**src/rtl/carrier_run_controller.sv**
```systemverilog
// carrier_run_controller: starts/stops the carrier generator and applies divider updates on sync boundaries.
// Optional sync watchdog is built in when CARRIER_WDOG_EN is defined.
module carrier_run_controller #(
   parameter int COUNTER_WIDTH = 16,
   parameter int DEFAULT_DIV   = 100,
   parameter int MIN_DIV       = 4,
   parameter int ARM_CYCLES    = 8,
   parameter int WDOG_MARGIN   = 16
) (
   input  logic                     clk,
   input  logic                     rst,
   input  logic                     start,
   input  logic                     stop,
   input  logic                     fault_in,
   input  logic                     fault_clr,
   input  logic                     cfg_valid,
   output logic                     cfg_ready,
   input  logic [COUNTER_WIDTH-1:0] cfg_freq_div,
   input  logic                     sync_pulse,
   output logic                     gen_enable,
   output logic [COUNTER_WIDTH-1:0] gen_freq_div,
   output logic [2:0]               state,
   output logic                     upd_done,
   output logic                     cfg_err,
   output logic                     wdog_trip,
   output logic [15:0]              period_cnt
);

   typedef enum logic [2:0] {
      S_IDLE  = 3'd0,
      S_ARM   = 3'd1,
      S_RUN   = 3'd2,
      S_STOP  = 3'd3,
      S_FAULT = 3'd4
   } state_t;

   state_t                   st;
   logic [COUNTER_WIDTH-1:0] arm_cnt;
   logic [COUNTER_WIDTH-1:0] shadow;
   logic                     pending;
   logic                     accept;
   logic                     cfg_ok;
   logic                     running;
   logic                     wd_hit;

   assign state     = st;
   assign running   = (st == S_RUN) || (st == S_STOP);
   assign cfg_ready = !pending && (st != S_FAULT);
   assign accept    = cfg_valid && cfg_ready;
   assign cfg_ok    = cfg_freq_div >= COUNTER_WIDTH'(MIN_DIV);

`ifdef CARRIER_WDOG_EN
   localparam int WW = COUNTER_WIDTH + 2;
   logic [WW-1:0] wd_cnt;
   logic [WW-1:0] wd_limit;

   // wd_cnt holds cycles elapsed since the last sync (or RUN entry); trip lands as it reaches the limit
   assign wd_limit = {1'b0, gen_freq_div, 1'b0} + WW'(WDOG_MARGIN);
   assign wd_hit   = running && !sync_pulse && ((wd_cnt + WW'(1)) >= wd_limit);

   always_ff @(posedge clk or posedge rst) begin
      if (rst)
         wd_cnt <= WW'(1);
      else if (!running || sync_pulse)
         wd_cnt <= WW'(1);
      else
         wd_cnt <= wd_cnt + WW'(1);
   end

   always_ff @(posedge clk or posedge rst) begin
      if (rst)
         wdog_trip <= 1'b0;
      else if (wd_hit)
         wdog_trip <= 1'b1;
      else if (st == S_FAULT && fault_clr && !fault_in)
         wdog_trip <= 1'b0;
   end
`else
   assign wd_hit    = 1'b0;
   assign wdog_trip = 1'b0;
`endif

   always_ff @(posedge clk or posedge rst) begin
      if (rst) begin
         st           <= S_IDLE;
         gen_enable   <= 1'b0;
         gen_freq_div <= COUNTER_WIDTH'(DEFAULT_DIV);
         arm_cnt      <= '0;
         shadow       <= '0;
         pending      <= 1'b0;
         upd_done     <= 1'b0;
         cfg_err      <= 1'b0;
         period_cnt   <= '0;
      end else begin
         upd_done <= 1'b0;
         cfg_err  <= 1'b0;

         if (accept) begin
            if (!cfg_ok)
               cfg_err <= 1'b1;
            else if (st == S_IDLE || st == S_ARM) begin
               gen_freq_div <= cfg_freq_div;
               upd_done     <= 1'b1;
            end else begin
               shadow  <= cfg_freq_div;
               pending <= 1'b1;
            end
         // a shadow left over after STOP->IDLE lands at once, since the generator is already off
         end else if (pending && st != S_FAULT &&
                      (sync_pulse || st == S_IDLE || st == S_ARM)) begin
            gen_freq_div <= shadow;
            upd_done     <= 1'b1;
            pending      <= 1'b0;
         end

         if (running && sync_pulse)
            period_cnt <= period_cnt + 16'd1;

         if (fault_in || wd_hit) begin
            st         <= S_FAULT;
            gen_enable <= 1'b0;
         end else begin
            case (st)
               S_IDLE:
                  if (start && !stop) begin
                     st         <= S_ARM;
                     period_cnt <= '0;
                     arm_cnt    <= COUNTER_WIDTH'(ARM_CYCLES - 1);
                  end
               S_ARM:
                  if (stop)
                     st <= S_IDLE;
                  else if (arm_cnt == '0) begin
                     st         <= S_RUN;
                     gen_enable <= 1'b1;
                  end else
                     arm_cnt <= arm_cnt - 1'b1;
               S_RUN:
                  if (stop)
                     st <= S_STOP;
               S_STOP:
                  if (sync_pulse) begin
                     st         <= S_IDLE;
                     gen_enable <= 1'b0;
                  end
               S_FAULT:
                  if (fault_clr) begin
                     st      <= S_IDLE;
                     pending <= 1'b0;
                  end
               default: begin
                  st         <= S_IDLE;
                  gen_enable <= 1'b0;
               end
            endcase
         end
      end
   end

endmodule

```
**config.mk**
```make
export PLATFORM = sky130hd
export DESIGN_NAME = carrier_run_controller
export DESIGN_NICKNAME = d
export VERILOG_FILES = /design/src/rtl/carrier_run_controller.sv
export SDC_FILE = /design/constraint.sdc
export NUM_CORES = 1
export LEC_CHECK = 0
export CAP_MARGIN = 0
export CORE_ASPECT_RATIO = 1.25
export CORE_UTILIZATION = 30
export CTS_CLUSTER_DIAMETER = 120
export DETAILED_ROUTE_END_ITERATION = 8
export PLACE_DENSITY = 0.57
export SLEW_MARGIN = 20
export SYNTH_ARGS = -nofsm -noshare
export SYNTH_HDL_FRONTEND = slang
export SYNTH_SLANG_ARGS = --single-unit
```
**constraint.sdc**
```tcl
create_clock -name clk -period 2.25 [get_ports clk]
set_input_delay 0.225 -clock clk [delete_from_list [all_inputs] [get_ports clk]]
set_output_delay 0.225 -clock clk [all_outputs]
set_load 0.01 [all_outputs]
```
Word-level counts from Yosys, hierarchy flattened
Index checks and enable logic that the tools add are counted.
{"block": "totals", "register_bits": 71, "inputBits": 24, "output_inout_bits": 40, "wordCells": 92}
{"block": "classes", "add_sub_neg": 2, "n_lt_le_gt_ge": 1, "eq_ne": 18, "n_mux": 38, "n_bitwise": 2, "n_reduce_logical": 22}
{"cell": "2-to-1 mux 16 bit", "count": 11}
{"cell": "case mux 16 bit (2 select lines)", "count": 1}
{"cell": "2-to-1 mux 3 bit", "count": 7}
{"cell": "2-to-1 mux 1 bit", "count": 17}
{"cell": "adder 16 x 1 -> 16 bit (second input constant)", "count": 1}
{"cell": ">= comparator 16 x 3 -> 1 bit (second input constant)", "count": 1}
{"cell": "zero test 16 bit", "count": 1}
{"cell": "subtractor 16 x 1 -> 16 bit (second input constant)", "count": 1}
{"cell": "inequality test 3 bit (second input constant)", "count": 5}
{"cell": "case mux 3 bit (5 select lines)", "count": 1}
{"cell": "AND reduction 5 bit", "count": 2}
{"cell": "inequality test 2 x 1 -> 1 bit (second input constant)", "count": 4}
{"cell": "equality test 3 x 2 -> 1 bit (second input constant)", "count": 2}
{"cell": "logical AND 1 bit", "count": 6}
{"cell": "inequality test 3 x 2 -> 1 bit (second input constant)", "count": 2}
{"cell": "AND reduction 3 bit", "count": 2}
{"cell": "logical OR 1 bit", "count": 4}
{"cell": "inequality test 2 bit (second input constant)", "count": 2}
{"cell": "inequality test 4 x 3 -> 1 bit (second input constant)", "count": 1}
{"cell": "AND reduction 4 bit", "count": 1}
{"cell": "nonzero test 2 bit", "count": 2}
{"cell": "equality test 3 x 1 -> 1 bit (second input constant)", "count": 1}
{"cell": "equality test 3 bit (second input constant)", "count": 1}
{"cell": "zero test 3 bit", "count": 1}
{"cell": "other kinds (4)", "count": 6}

Depth between registers and ports, before layout
Gate-level depths: netlist of the first run.
{"block": "depth", "depth_word": 9, "ltp_mapped": 8, "depth_no_buf": 6}

Least setup slack after synthesis of the first run
OpenSTA, ideal clock, no wires.
{"block": "synth_timing", "path_kind": "register to register", "startpoint": "register st[2], in the netlist state[2]", "endpoint": "register gen_freq_div[0]", "arrival_ns": 1.828, "path_slack_ns": 0.296, "stages_incl_launch_ff": 7, "path_buffers": 2, "cell_sequence": "dfrtp_1 nor3b_4 nor3b_1 buf_6 buf_2 mux2_2 mux2_4"}
{"block": "synth_via", "elab_chain_cells": 6}
{"item": "start, declared", "line_no": "37", "source": "state_t st;"}
{"item": "start signal, assigned", "line_no": "85", "source": "st <= S_IDLE;"}
{"item": "start signal, assigned", "line_no": "120", "source": "st <= S_FAULT;"}
{"item": "start signal, assigned", "line_no": "126", "source": "st <= S_ARM;"}
{"item": "zero test 3 bit", "line_no": "101, 110"}
{"item": "logical OR 1 bit (2 in a row)", "line_no": "110", "source": "(sync_pulse || st == S_IDLE || st == S_ARM)) begin"}
{"item": "logical AND 1 bit", "line_no": "109", "source": "end else if (pending && st != S_FAULT &&"}
{"item": "nonzero test 2 bit (no source line)"}
{"item": "AND reduction 3 bit (no source line)"}
{"item": "end signal, assigned", "line_no": "87", "source": "gen_freq_div <= COUNTER_WIDTH'(DEFAULT_DIV);"}
{"item": "end signal, assigned", "line_no": "102", "source": "gen_freq_div <= cfg_freq_div;"}
{"item": "end signal, assigned", "line_no": "111", "source": "gen_freq_div <= shadow;"}
{"item": "end, declared", "line_no": "21", "source": "output logic [COUNTER_WIDTH-1:0] gen_freq_div,"}
Several ways; a longest one is shown, not always the timed one.
A chain may end at the register's enable or synchronous reset.

Worst setup path in the final report of the first run
{"block": "layout_timing", "startpoint": "register st[2], in the netlist state[2]", "endpoint": "register arm_cnt[12]"}
{"block": "layout_via", "elab_chain_cells": 3}
{"item": "equality test 3 x 1 -> 1 bit / zero test 3 bit (equally long branches)", "line_no": "123", "source": "case (st)"}
{"item": "inequality test 2 bit (no source line), or another cell as far along"}
{"item": "AND reduction 5 bit (no source line)"}
{"item": "end signal, assigned", "line_no": "128", "source": "arm_cnt <= COUNTER_WIDTH'(ARM_CYCLES - 1);"}
{"item": "end signal, assigned", "line_no": "137", "source": "arm_cnt <= arm_cnt - 1'b1;"}
{"item": "end, declared", "line_no": "38", "source": "logic [COUNTER_WIDTH-1:0] arm_cnt;"}
Several ways; a longest one is shown, not always the timed one.

==> results.cfg, run 1 <==
[global_route]
antenna_found_initial = 0
first_global_vias = 2863
grt_first_pass_wirelength_um = 14500
grt_max_degree = 72
overflow = 0
grt_usage_pct = 14.7

[sta]
period_share_pct = 92.7
finClkSkew_ps = 8.86
rsz0062_at_grt = false
tightest_slew_ps = 525
setup-violations-final = 0
fmaxAchievable_mhz = 480
hold_viol_final = 0
period_minus_slack_ps = 2090
finalMaxSlewViolations = 0
setup_ws_ps = 165
final.setup.tns_ps = 0
timing.max_slew.rel_slack_pct = 65.0
timing.hold.ws_ps = 276

[outcome]
run_status = finished, final reports clean

[critical_path]
worst_path_max_delay_cell = or3b_2
startpoint_type = flop
cp.arrival_ps = 2280
crit_type = reg -> reg
critPathMaxStageDelay_ps = 600
worst-r2r-setup-slack_ps = 160
rr_worst_depth = 4
worstSetupEndpointType = flop
crit_required_ps = 2440
critPathMaxFanout = 12
cp_cell_sequence = or3b_2 -> o41ai_4 -> or4_1 -> a21oi_1

[routing]
drc = 0
wl_met2_um = 4060
route.met3.wl_um = 473
drt_wl_total_um = 8470
antenna_left = 0
drtIter0Drc = 80
vias = 2815
highest_layer = met4
wl_met1_um = 3790
first_pass_iters = 4
avgRoutedWirePerCell_um = 15.0
viasPerCell = 4.98

[yosys]
synth.distinct_cells = 59
synthMostInstantiatedCell = dfrtp_1
synthCells = 320
yosys_register_bits = 71
synthFlopType = dfrtp_1
netlist_area_um2 = 3690
ys_warn_count = 0
synth_edf_count = 0
synth_top_area_cell = dfrtp_1
synth.avg_cell_area_um2 = 11.5
synth_fp_nets = 347
ys_top_cells_by_count = 68 x dfrtp_1, 27 x mux2_2, 19 x nor2_1, 15 x nand2_1, 14 x a21oi_1
seq_area_frac_synth_pct = 48.2
synth_top_area_share_pct = 46.1
yosys-top-cells-area = dfrtp_1 46%, mux2_2 8.2%, mux2_1 4.0%
ys_async_sr_fraction_pct = 100

[power_and_ir_drop]
finalPower_mw = 4.28
ir_worst_vdd_mv = 0.594
p_leak_nw = 2.07
power_density_nw_per_um2 = 861

[cells_and_area]
final_cell_count_no_fill = 565
fillers = 1154
n_antenna_cell = 0
nets = 426
final_util_pct = 42.2
fin_area_um2 = 4970
areaGrowthSynthToFinish_pct = 34.6
drive_above_1_share_pct = 21.8

[placed_design]
gp_congestion = 0.735
io_buffers = 62
dp_slack_ps = -7.26
dp_hpwl_um = 6010
dp.cells = 549
placed_area_um2 = 4650

[clocking]
cts.htree.levels = 3
cts_tree = done
cts_buffer_depth = 2
clock_latency_ps = 340
cts-resized-gates = 0
cts_root_buf = clkbuf_16
cts_setup_buffers = 0
numCtsBuffers = 9
cts.sinks = 71
clk_pin_slew_ps = 60
cts_hold_buf = 0

[floorplanning]
num_io_pins = 64
rows = 44
fp.dieH_um = 126
dieArea_um2 = 12800
initial_core_util_pct = 31.4
die-width_um = 101
core_um2 = 11800

[min_path]
hold_class = in -> async

[run]
cap_violations = 0
## registers in the layout, summed over array words and instances, names as in the netlist
| name | count |
|---|---|
| gen_enable | 1 |
| period_cnt | 16 |
| state | 3 |
| shadow | 16 |
| upd_done | 1 |
| gen_freq_div | 16 |
| cfg_err | 1 |
| arm_cnt | 16 |
| pending | 1 |
## power by group
part	switching (mW)	leakage, nW	internal, mW
sequential	0.163	0.901	1.56
clock	0.545	0.156	1.00
combinational	0.361	1.01	0.655
## path summary, 6_finish.rpt
kind | start | to
max in group asynchronous | rst | gen_freq_div[2]$_DFFE_PP1P_
setup reg to reg | state[2]$_DFFE_PP0P_ | arm_cnt[12]$_DFFE_PP0P_
hold reg to reg | shadow[0]$_DFFE_PP0P_ | shadow[0]$_DFFE_PP0P_
setup / recovery | state[2]$_DFFE_PP0P_ | arm_cnt[12]$_DFFE_PP0P_
hold / removal | rst | period_cnt[10]$_DFF_PP0_
min in group clk | shadow[0]$_DFFE_PP0P_ | shadow[0]$_DFFE_PP0P_
## worst max-delay path, delay by kind of cell (launching register included)
kind | cells | cell delay, ps
AND/OR/NAND/NOR | 2 | 790
AO/OA/AOI/OAI | 2 | 630
flip-flops | 1 | 510
## kinds of logic after synthesis
family          share of synthesized area, %
simple gates                            17.3
flops                                   48.2
mux                                     17.8
compound gates                          9.59
buf+inv                                 3.62
xor+xnor                                2.37
fa+ha+maj                               1.02
other cells                            0.102
## placed cells by master (no fill, tap or decap), drive strengths merged, types with 8 or more instances in the layout
cell type	n
o31ai	8
nor2	19
clkdlybuf4s50	62
dfrtp	68
or4	13
xor2	8
buf	23
clkbuf	11
nor4	9
a21oi	15
nand2	15
o21ai	9
mux2	49
## routing by layer
layer | GRT usage (%) | up-vias
met4 | 6.14 | 0
met3 | 4.66 | 10
met5 | 0 | -
met2 | 22.8 | 59
li1 | - | 1345
met1 | 18.6 | 1401
## final cells by class
class / count / area, um^2 / area share, %
Clock buffer: 11 / 243 / 4.88
Clock inverter: 5 / 81.3 / 1.64
Inverter: 7 / 26.3 / 0.528
Multi-Input combinational cell: 225 / 1780 / 35.9
Sequential cell: 71 / 1780 / 35.8
Tap cell: 161 / 201 / 4.05
Timing Repair Buffer: 85 / 856 / 17.2
(Power assumes the default switching activity.)
==> run 2, diff against run 1 <==
==> constraint.sdc (replaced) <==
create_clock -name clk -period 2 [get_ports clk]
set_input_delay 0.2 -clock clk [delete_from_list [all_inputs] [get_ports clk]]
set_output_delay 0.2 -clock clk [all_outputs]
set_load 0.01 [all_outputs]
==> run 2 against run 1 <==
Effect of this change:
- sequential share of layout area decreased by 1.7 points
- setup slack got worse by 77 ps
- sequential cell count unchanged
- cell area increased by 5.1%
- combinational power increased by 16%
- critical path type unchanged
- non-clock buffer count increased by 31
- worst hold slack got worse by 1.6 ps
- global-route usage decreased by 0.10 points
==> results.cfg, run 2 (synthesis results as in run 1) <==
[outcome]
run_status = finished, final reports clean

[sta]
final.setup.tns_ps = 0
setup-violations-final = 0
setup_ws_ps = 87.5
fmaxAchievable_mhz = 523
period_minus_slack_ps = 1910
period_share_pct = 95.6
finClkSkew_ps = 5.74
hold_viol_final = 0
finalMaxSlewViolations = 0

[critical_path]
critPathMaxFanout = 9
cp.buffers_inverters = 2
crit_cells = 7
startpoint_type = flop
crit_required_ps = 2240
crit_type = reg -> reg
worst-r2r-setup-slack_ps = 90
critPathMaxStageDelay_ps = 480
cp_cell_sequence = inv_1 -> ha_1 -> nand2b_1 -> nor4_4 -> buf_6 -> or4_1 -> a21oi_1
r2r-start = arm_cnt[0]$_DFFE_PP0P_
rr_worst_depth = 7
cp.arrival_ps = 2160
crit_family = simple AND/OR/NAND/NOR gates
worst_path_max_delay_cell = or4_1
reg2reg_to = arm_cnt[8]$_DFFE_PP0P_
critPathLaunch = arm_cnt[0]$_DFFE_PP0P_
worstSetupEndpointType = flop

[placed_design]
dp_hpwl_um = 6090
io_buffers = 62
dp_slack_ps = -226
dp.cells = 577
gp_congestion = 0.753

[run]
cap_violations = 0

[routing]
avgRoutedWirePerCell_um = 14.6
first_pass_iters = 4
drt_wl_total_um = 8670
drc = 0
drtIter0Drc = 81
vias = 2912
viasPerCell = 4.89
antenna_left = 0

[global_route]
first_global_vias = 3071
grt_usage_pct = 14.6
antenna_found_initial = 0
grt_first_pass_wirelength_um = 14500
overflow = 0
grt_max_degree = 72

[power_and_ir_drop]
power_density_nw_per_um2 = 914
p_leak_nw = 2.23
p_switching_mw = 1.17
power.internal_mw = 3.61
finalPower_mw = 4.78
netSwitchingFraction_pct = 24.5
ir_worst_vdd_mv = 0.551
p_seq_share_pct = 40.3
combinationalPowerShare_pct = 24.6
power_frac_clock_pct = 35.1

[floorplanning]
rows = 44
core_um2 = 11800
num_io_pins = 64
die-width_um = 101
initial_core_util_pct = 31.4
fp.dieH_um = 126
dieArea_um2 = 12800

[cells_and_area]
final_util_pct = 44.4
final_cell_count_no_fill = 596
drive_above_1_share_pct = 29.0
mostFrequentLayoutCells = 65 x dfrtp_1, 61 x clkdlybuf4s50_1, 50 x buf_4
final_common_cell = dfrtp_1
fillers = 1140
n_antenna_cell = 0
nets = 457
areaGrowthSynthToFinish_pct = 41.5

[clocking]
cts.htree.levels = 3
cts_root_buf = clkbuf_16
clk_pin_slew_ps = 50
cts.sinks = 71
cts_tree = done
clock_latency_ps = 330
cts_buffer_depth = 2
numCtsBuffers = 9

[min_path]
hold_class = in -> async
run 2: worst max path at each step:
| stage | endpoint | slack (ps) |
|---|---|---|
| 2_1_floorplan | arm_cnt[0]$_DFFE_PP0P_ | 8 |
| 3_3_place_gp | gen_freq_div[3]$_DFFE_PP0P_ | -170 |
| 3_5_place_dp | gen_freq_div[15]$_DFFE_PP0P_ | -230 |
| 4_1_cts | arm_cnt[2]$_DFFE_PP0P_ | 2 |
| 5_1_grt | arm_cnt[8]$_DFFE_PP0P_ | -9 |
| 6_report | arm_cnt[8]$_DFFE_PP0P_ | 90 |
run 2: cell type report:
| class | count | area (um^2) | share of cell area [%] |
|---|---|---|---|
| Clock buffer | 13 | 240 | 4.60 |
| Sequential cell | 71 | 1780 | 34.1 |
| Inverter | 7 | 26.3 | 0.503 |
| Multi-Input combinational cell | 225 | 1840 | 35.2 |
| Timing Repair Buffer | 116 | 1070 | 20.5 |
| Clock inverter | 3 | 67.6 | 1.29 |
| Tap cell | 161 | 201 | 3.85 |
run 2: per-layer routing:
metal	vias to the layer above	part of all wire, %	GRT usage [%]
li1	1401	-	-
met1	1449	43	17.6
met2	53	50	23.5
met3	9	6.0	5.11
met4	0	1.3	5.80
met5	-	0	0
run 2: power groups by stage:
| stage | clock network, mW | logic (mW) | registers (mW) |
|---|---|---|---|
| 2_1_floorplan | 0 | 0.546 | 1.98 |
| 3_3_place_gp | 0 | 1.15 | 1.95 |
| 3_5_place_dp | 0 | 1.17 | 1.94 |
| 4_1_cts | 1.72 | 1.19 | 1.92 |
| 5_1_grt | 1.77 | 1.27 | 1.96 |
| 6_report | 1.68 | 1.18 | 1.93 |
run 2: timing repair:
action,in CTS,in global routing
gates resized for setup,3,12
setup buffers,2,1
hold buffers,0,0
pin swaps,1,2
setup endpoints to repair,17,41
run 2: tightest hold or removal path, cell delays in order:
cell and delay [ps]:
clkdlybuf4s50_1 410, inv_2 70, buf_12 330
run 2: per-stage QoR:
stage,hold slack (ps),cell area [um^2]
floorplan,267,3690
global placement,471,4830
global route,330,5230
finish,275,5230
CTS,296,5160
detailed placement,476,4830
